File: src/rtl/universal_shift_reg_if.sv
// Bundles the operation controls, data and status of universal_shift_reg.
// master drives the controls; slave is the register itself.
interface universal_shift_reg_if #(
   parameter int unsigned WIDTH = 8,
   parameter int unsigned AMT_W = 4
);
   logic             en;
   logic [2:0]       mode;
   logic [WIDTH-1:0] d;
   logic             sin_l;
   logic             sin_r;
   logic             start;
   logic [AMT_W-1:0] amt;
   logic [WIDTH-1:0] q;
   logic             sout_l;
   logic             sout_r;
   logic             busy;
   logic             done;

   modport master (
      output en, mode, d, sin_l, sin_r, start, amt,
      input  q, sout_l, sout_r, busy, done
   );

   modport slave (
      input  en, mode, d, sin_l, sin_r, start, amt,
      output q, sout_l, sout_r, busy, done
   );
endinterface

File: src/rtl/universal_shift_reg.sv
// WIDTH-bit register with eight per-cycle operations and a repeat-N engine
// that applies a latched operation N enabled cycles with a busy/done handshake.
module universal_shift_reg #(
   parameter int unsigned      WIDTH     = 8,
   parameter logic [WIDTH-1:0] RESET_VAL = '0,
   parameter int unsigned      AMT_W     = 4
) (
   input logic                 clk,
   input logic                 reset,
   universal_shift_reg_if.slave bus
);

   typedef enum logic [1:0] {StIdle, StRun, StDone} state_e;

   localparam logic [AMT_W-1:0] CntOne = AMT_W'(1);

   state_e           state_q, state_d;
   logic [WIDTH-1:0] q_q, q_d;
   logic [AMT_W-1:0] cnt_q, cnt_d;
   logic [2:0]       op_q, op_d;

   function automatic logic [WIDTH-1:0] apply_op(
      input logic [2:0]       op,
      input logic [WIDTH-1:0] cur,
      input logic [WIDTH-1:0] ld,
      input logic             sl,
      input logic             sr
   );
      logic [WIDTH-1:0] res;
      res = cur;
      case (op)
         3'b000:  res = cur;
         3'b001:  res = ld;
         3'b010:  res = {cur[WIDTH-2:0], sr};
         3'b011:  res = {sl, cur[WIDTH-1:1]};
         3'b100:  res = {cur[WIDTH-2:0], cur[WIDTH-1]};
         3'b101:  res = {cur[0], cur[WIDTH-1:1]};
         3'b110:  res = {cur[WIDTH-1], cur[WIDTH-1:1]};
         default: res = '0;
      endcase
      return res;
   endfunction

   always_comb begin
      state_d = state_q;
      q_d     = q_q;
      cnt_d   = cnt_q;
      op_d    = op_q;
      unique case (state_q)
         StIdle: begin
            // A start request takes precedence and leaves q untouched this edge.
            if (bus.start) begin
               op_d    = bus.mode;
               cnt_d   = bus.amt;
               state_d = (bus.amt != '0) ? StRun : StDone;
            end else if (bus.en) begin
               q_d = apply_op(bus.mode, q_q, bus.d, bus.sin_l, bus.sin_r);
            end
         end
         StRun: begin
            if (bus.en) begin
               q_d   = apply_op(op_q, q_q, bus.d, bus.sin_l, bus.sin_r);
               cnt_d = cnt_q - CntOne;
               if (cnt_q == CntOne) begin
                  state_d = StDone;
               end
            end
         end
         StDone: begin
            state_d = StIdle;
         end
         default: begin
            state_d = StIdle;
         end
      endcase
   end

   always_ff @(posedge clk) begin
      if (reset) begin
         state_q <= StIdle;
         q_q     <= RESET_VAL;
         cnt_q   <= '0;
         op_q    <= 3'b000;
      end else begin
         state_q <= state_d;
         q_q     <= q_d;
         cnt_q   <= cnt_d;
         op_q    <= op_d;
      end
   end

   assign bus.q      = q_q;
   assign bus.sout_l = q_q[WIDTH-1];
   assign bus.sout_r = q_q[0];
   assign bus.busy   = (state_q == StRun);
   assign bus.done   = (state_q == StDone);

endmodule

File: src/flat_wrapper.sv
// flat-port wrapper written by rule: the top's interface ports become plain ports
module universal_shift_reg_flat 
#(
   parameter int unsigned      WIDTH     = 8,
   parameter logic [WIDTH-1:0] RESET_VAL = '0,
   parameter int unsigned      AMT_W     = 4
)
  (clk, reset, bus_en, bus_mode, bus_d, bus_sin_l, bus_sin_r, bus_start, bus_amt, bus_q, bus_sout_l, bus_sout_r, bus_busy, bus_done);
  universal_shift_reg_if #(.WIDTH(WIDTH), .AMT_W(AMT_W)) bus_i ();
  input logic clk;
  input logic reset;
  input wire logic [$bits(bus_i.en)-1:0] bus_en;
  input wire logic [$bits(bus_i.mode)-1:0] bus_mode;
  input wire logic [$bits(bus_i.d)-1:0] bus_d;
  input wire logic [$bits(bus_i.sin_l)-1:0] bus_sin_l;
  input wire logic [$bits(bus_i.sin_r)-1:0] bus_sin_r;
  input wire logic [$bits(bus_i.start)-1:0] bus_start;
  input wire logic [$bits(bus_i.amt)-1:0] bus_amt;
  output wire logic [$bits(bus_i.q)-1:0] bus_q;
  output wire logic [$bits(bus_i.sout_l)-1:0] bus_sout_l;
  output wire logic [$bits(bus_i.sout_r)-1:0] bus_sout_r;
  output wire logic [$bits(bus_i.busy)-1:0] bus_busy;
  output wire logic [$bits(bus_i.done)-1:0] bus_done;
  assign bus_i.en = bus_en;
  assign bus_i.mode = bus_mode;
  assign bus_i.d = bus_d;
  assign bus_i.sin_l = bus_sin_l;
  assign bus_i.sin_r = bus_sin_r;
  assign bus_i.start = bus_start;
  assign bus_i.amt = bus_amt;
  assign bus_q = bus_i.q;
  assign bus_sout_l = bus_i.sout_l;
  assign bus_sout_r = bus_i.sout_r;
  assign bus_busy = bus_i.busy;
  assign bus_done = bus_i.done;
  universal_shift_reg #(.WIDTH(WIDTH), .RESET_VAL(RESET_VAL), .AMT_W(AMT_W)) u_core (.clk(clk), .reset(reset), .bus(bus_i));
endmodule
File: config.mk
export PLATFORM = sky130hd
export DESIGN_NAME = universal_shift_reg_flat
export DESIGN_NICKNAME = d
export VERILOG_FILES = /design/src/rtl/universal_shift_reg_if.sv /design/src/rtl/universal_shift_reg.sv /design/src/flat_wrapper.sv
export SDC_FILE = /design/constraint.sdc
export NUM_CORES = 1
export LEC_CHECK = 0
export BUFFER_PORTS_ARGS = -buffer_cell sky130_fd_sc_hd__buf_2
export CAP_MARGIN = 40
export CORE_ASPECT_RATIO = 1.2
export CORE_MARGIN = 4
export CORE_UTILIZATION = 49
export DETAILED_ROUTE_END_ITERATION = 8
export HOLD_SLACK_MARGIN = 0.03
export PLACE_DENSITY = 0.76
export REMOVE_ABC_BUFFERS = 1
export SYNTH_ARGS = -nofsm -noshare
export SYNTH_HDL_FRONTEND = slang
export SYNTH_SLANG_ARGS = --single-unit
File: constraint.sdc
create_clock -name clk -period 1.6 [get_ports clk]
set_input_delay 0.24 -clock clk [delete_from_list [all_inputs] [get_ports clk]]
set_output_delay 0.24 -clock clk [all_outputs]
set_load 0.02 [all_outputs]
Yosys cells after proc, flatten, opt, wreduce, memory -nomap -nowiden:

Cells that the tools add are included.

* flip-flop bits (word level): 17
* input port bits: 21
* output and inout port bits: 12
* logic and storage cells: 54

* add/subtract/negate cells: 1
* eq/ne operators: 24
* multiplexer cells: 14
* reduce and logical (&&, ||, !) cells: 10

Operators by type and width (count)
* 8-bit case mux with 7 select lines: 2
* 8-bit 2-to-1 mux: 3
* 3-bit equality test, second input constant: 6
* 2-bit inequality test, second input constant: 8
* 8-bit case mux with 2 select lines: 1
* 3-bit by 2-bit equality test with 1-bit output, second input constant: 4
* 2-bit 2-to-1 mux: 4
* 4-bit 2-to-1 mux: 2
* 4-bit case mux with 2 select lines: 1
* 8-bit AND reduction: 1
* 3-bit by 1-bit equality test with 1-bit output, second input constant: 2
* 3-bit logical NOT: 2
* 3-bit AND reduction: 2
* 6-bit AND reduction: 1
* 4-bit by 1-bit equality test with 1-bit output, second input constant: 1
* 2-bit case mux with 2 select lines: 1
* 4-bit nonzero test: 1
* 4-bit by 1-bit subtractor with 4-bit output, second input constant: 1
* 2-bit by 1-bit equality test with 1-bit output, second input constant: 1
* 2-bit equality test, second input constant: 1
* 2-bit logical NOT: 1
* 2-bit by 1-bit inequality test with 1-bit output, second input constant: 1
* 2-bit AND reduction: 1
* 2-bit nonzero test: 1

Depth between registers and ports, before layout:

* word-level depth: 5
* gate-level depth with buffers: 7
* mapped depth without buffers: 6

Least setup slack after synthesis:

OpenSTA, ideal clock, no wires.

* kind: flip-flop to flip-flop
* from: register u_core.op_q[0]
* to: register u_core.q_q[5] (netlist: u_core.bus.q[5])
* library setup time: 115 ps
* arrival: 1402 ps
* data required time: 1485 ps
* setup slack: 83 ps
* cell stages (with the launch flop): 8
* path buffers: 2
* clock period less this slack: 1517 ps
* path through: dfxtp_1 > buf_6 > buf_8 > mux2_1 > a222oi_1 > o22ai_1 > mux2i_1 > nor2_1

* cells in the longest elaborated chain, start to end: 4
* elaborated cells between the ends (all ways): 12
* classes of those cells: eq/ne (7); mux (3); reduce/logical (2)

Ends and longest elaborated chain
* from (decl): RTL line universal_shift_reg.sv:20 `logic [2:0] op_q, op_d;`
* from (signal assigned): RTL line universal_shift_reg.sv:88 `op_q <= op_d;`
* 3-bit equality test, or another cell as far along: RTL line universal_shift_reg.sv:31 `case (op)`
* 8-bit case mux with 7 select lines: RTL line universal_shift_reg.sv:31
* 8-bit 2-to-1 mux: RTL line universal_shift_reg.sv:61 `if (bus.en) begin`
* 8-bit case mux with 2 select lines: RTL line universal_shift_reg.sv:49 `unique case (state_q)`
* to (signal assigned): RTL line universal_shift_reg.sv:86 `q_q <= q_d;`
* to (decl): RTL line universal_shift_reg.sv:18 `logic [WIDTH-1:0] q_q, q_d;`

Several ways; a longest one is shown, not always the timed one. The select of a mux whose other input is x is not followed.
A chain may end at the register's enable or synchronous reset.

Worst setup path after layout:

* from: register u_core.op_q[0]
* to: register u_core.q_q[2] (netlist: u_core.bus.q[2])

Same word-level chain as after synthesis.

==> metrics.md <==
| Metric | Value |
|---|---|
| Area Overhead vs Synth | 15.0% |
| Simple-gate portion of the synthesized area | 0.220 |
| Hold WS | ~0.27 ns |
| Syn Inst Count | 180 |
| Die W | 58.8 um |
| Drt pass-1 iters | 7 |
| Worst-path fanout max | 8 |
| Area of the die | between 0.004 and 0.005 mm^2 |
| Fmax | 0.626 GHz |
| # port buffers | 32 |
| Largest net degree at the start of global routing | 19 |
| Synthesized flop and latch total | 17 |
| Share of layout cells above drive strength 1 | 0.363 |
| Starting DRT DRC Count | 219 |
| Setup-failing EPs final | 0 |
| Clock buffer depth | 2 |
| Most frequent cells in the layout | buf_2 (32), buf_4 (16), nor2_1 (15) |
| Die H | 69.0 um |
| Final period util | 0.998 |
| Most used DFF post-synth | dfxtp_1 |
| Standard-cell row count | 21 |
| Top cell type's share of synthesized area | 0.224 |
| Num CTS Buffers | 3 |
| # IOs | 33 |
| Synth Area in Compound Gates | 0.258 |
| Nets | 239 |
| Yosys top cell by area | dfxtp_1 |
| Endpoints failing hold | 0 |
| Vias in the first global route | roughly 1600 |
| CTS clk-pin slew, worst paths | 0.10 ns |
| Critical path class | reg2reg |
| Post-synth EDFFs | 0 |
| Post-synthesis cell type count | 50 |
| Clk root buf | clkbuf_4 |
| Max Cap Viol | 0 |
| VDD IR max | 0.657 mV |
| Crit path capture type | register |
| GRT Util Overall | 0.215 |
| Power consumption | 1.15 mW |
| FF+latch area | approximately 340 um^2 |
| Synth async-reset ratio | 0 |
| Syn Area/Cell | 8.45 um^2 |
| Clk_lat worst skew | 0.31 ns |
| Lkg Pwr | 0.731 nW |
| Mapped Area | 0.00152 mm^2 |
| Fill cell count | 270 |
| Hold depth | 3 |
| H-tree depth | 1 |
| Run status | finished clean |
| Count of final max-slew check failures | 0 |
| Clock sinks | 17 |
| Post-synthesis mux area share | 0.156 |
| Core area | 0.00289 mm^2 |
| Initial core utilization | 0.526 |
| WP data arrival | around 1.8 ns |
| Post-DP HPWL | 3150 um |
| DRC viols | 0 |
| Register-to-Register Path Depth | 6 |
| Sw Share | 0.365 |
| Fin crit period | about 1.6 ns |
| Syn. warnings | 0 |
| Final WL | ~4200 um |
| Most common cell after layout, fill and taps aside | buf_2 |
| Global-route wire length before repair | ~7100 um |
| Pint | between 0.7 and 0.8 mW |
| Net switching power | about 0.42 mW |
| GRT Residual Overflow | 0 |
| CP Data Required Time | 1.81 ns |
| Multi-input logic area | around 0.001 mm^2 |
| Nature of the critical path startpoint | register |
| Initial antenna violation count | 0 |
| Largest family of logic cells by synthesized area | compound AO/OA/AOI/OAI gates |
| Clock power share | 0.211 |
| ANT cells | 0 |
| Synth area leaders | dfxtp_1 (22%), mux2_2 (8.1%), a222oi_1 (7.9%) |
| Avg Vias per Cell | around 6.6 |
| Clock skew | 0.00630 ns |
| Flop pwr share | 0.423 |
| XOR/XNOR Fraction of Synth Area | 0.0115 |
| Register area share after synthesis | 0.224 |
| Least-Margin Pin Slew | about 0.44 ns |
| GPL Wtd Cong | 0.925 |
| Worst slew margin | 0.704 |
| Mean routed wirelength per cell | 16.9 um |
| Synth Area in Adders | 0.0165 |
| Hold Path Class | in2reg |
| Power Density | around 660 mW/mm^2 |
| Hold buffer count at CTS | 0 |
| Combinational power share | 0.366 |
| Detail Route Antenna Nets | 0 |
| Vias | 1654 |
| TritonCTS clock tree | yes |
| RSZ-0062 raised after global routing | true |
| Number of setup buffers added after CTS | 0 |
## state kept, by name, indices dropped and copies added (netlist names)
register and flops:
u_core.state_q 2, u_core.bus.q 8, u_core.cnt_q 4, u_core.op_q 3
## final cells by class
cell class / count / area share
Sequential cell: 17 / 0.197
Timing Repair Buffer: 49 / 0.172
Multi-Input combinational cell: 140 / 0.581
Inverter: 5 / 0.0107
Tap cell: 34 / 0.0243
Clock inverter: 1 / 0.00286
Clock buffer: 3 / 0.0129
## synthesized netlist by cell type, drive strengths merged, types with 2 or more instances
| cell type | number |
|---|---|
| and3b | 2 |
| o211ai | 2 |
| clkbuf | 5 |
| nor3b | 6 |
| nand2 | 14 |
| ha | 2 |
| buf | 13 |
| nor3 | 7 |
| a31oi | 2 |
| mux2 | 13 |
| nand2b | 2 |
| o21ai | 10 |
| o22ai | 8 |
| nand4 | 2 |
| nor2 | 15 |
| a21oi | 8 |
| nand3 | 3 |
| dfxtp | 17 |
| a222oi | 12 |
| nand3b | 2 |
| o311ai | 2 |
| inv | 5 |
| xor2 | 2 |
| mux2i | 9 |
## worst max-delay path: stages (launching register included)
cell	delay [ns]
dfxtp_2	0.37
buf_12	0.12
and3b_2	0.26
a222oi_1	0.39
o22ai_1	0.15
mux2i_1	0.15
nor2_1	0.06
## power by group through the flow
stage                     combinational, mW  clock (mW)  sequential, mW
after floorplan                       0.213           0           0.510
after global placement                0.394           0           0.492
after detailed placement              0.409           0           0.495
after CTS                             0.411       0.252           0.485
after global routing                  0.458       0.273           0.491
final                                 0.422       0.243           0.488
## path summary, 6_finish.rpt
| path | endpoint | slack, ns | start |
|---|---|---|---|
| hold / removal | u_core.state_q[0]$_SDFFE_PP0P_ | 0.27 | bus_start |
| setup reg to reg | u_core.bus.q[2]$_SDFFE_PP0P_ | 0.003 | u_core.op_q[0]$_SDFFE_PP0P_ |
| hold reg to reg | u_core.cnt_q[2]$_SDFFE_PP0P_ | 0.53 | u_core.cnt_q[2]$_SDFFE_PP0P_ |
| setup / recovery | u_core.bus.q[2]$_SDFFE_PP0P_ | 0.003 | u_core.op_q[0]$_SDFFE_PP0P_ |
## stage by stage
| stage | utilization | setup TNS [ns] | std cells | setup WS (ns) | area, um^2 |
|---|---|---|---|---|---|
| 2_1_floorplan | - | -0.180 | 162 | -0.0426 | 1370 |
| 3_3_place_gp | 0.591 | 0 | 245 | 0.0325 | 1710 |
| 3_5_place_dp | 0.591 | -0.0817 | 245 | -0.0448 | 1710 |
| 4_1_cts | 0.601 | 0 | 249 | 0.0218 | 1740 |
| 5_1_grt | 0.605 | -0.229 | 249 | -0.0846 | 1750 |
| 6_report | 0.605 | 0 | 249 | 0.00295 | 1750 |
## routing by layer
metal,routed length (um),vias to the layer above,track usage
met2,2020,92,0.350
met1,1770,778,0.264
met5,0,-,0
li1,-,772,-
met4,105,0,0.113
met3,315,12,0.0336
## cells by family (layout without fill, tap and decap cells)
| family | count (synthesis) | after routing |
|---|---|---|
| simple gates | 60 | 60 |
| compound gates | 54 | 54 |
| mux | 22 | 22 |
| xor+xnor | 2 | 2 |
| flops | 17 | 17 |
| buf+inv | 23 | 58 |
| fa+ha+maj | 2 | 2 |
## timing repair
action | in CTS | in global routing
setup endpoints to repair | 3 | 8
pin swaps | 0 | 9
hold endpoints to repair | 0 | 0
resized for setup | 1 | 6
Note: power is estimated with default switching activity, not from simulation.
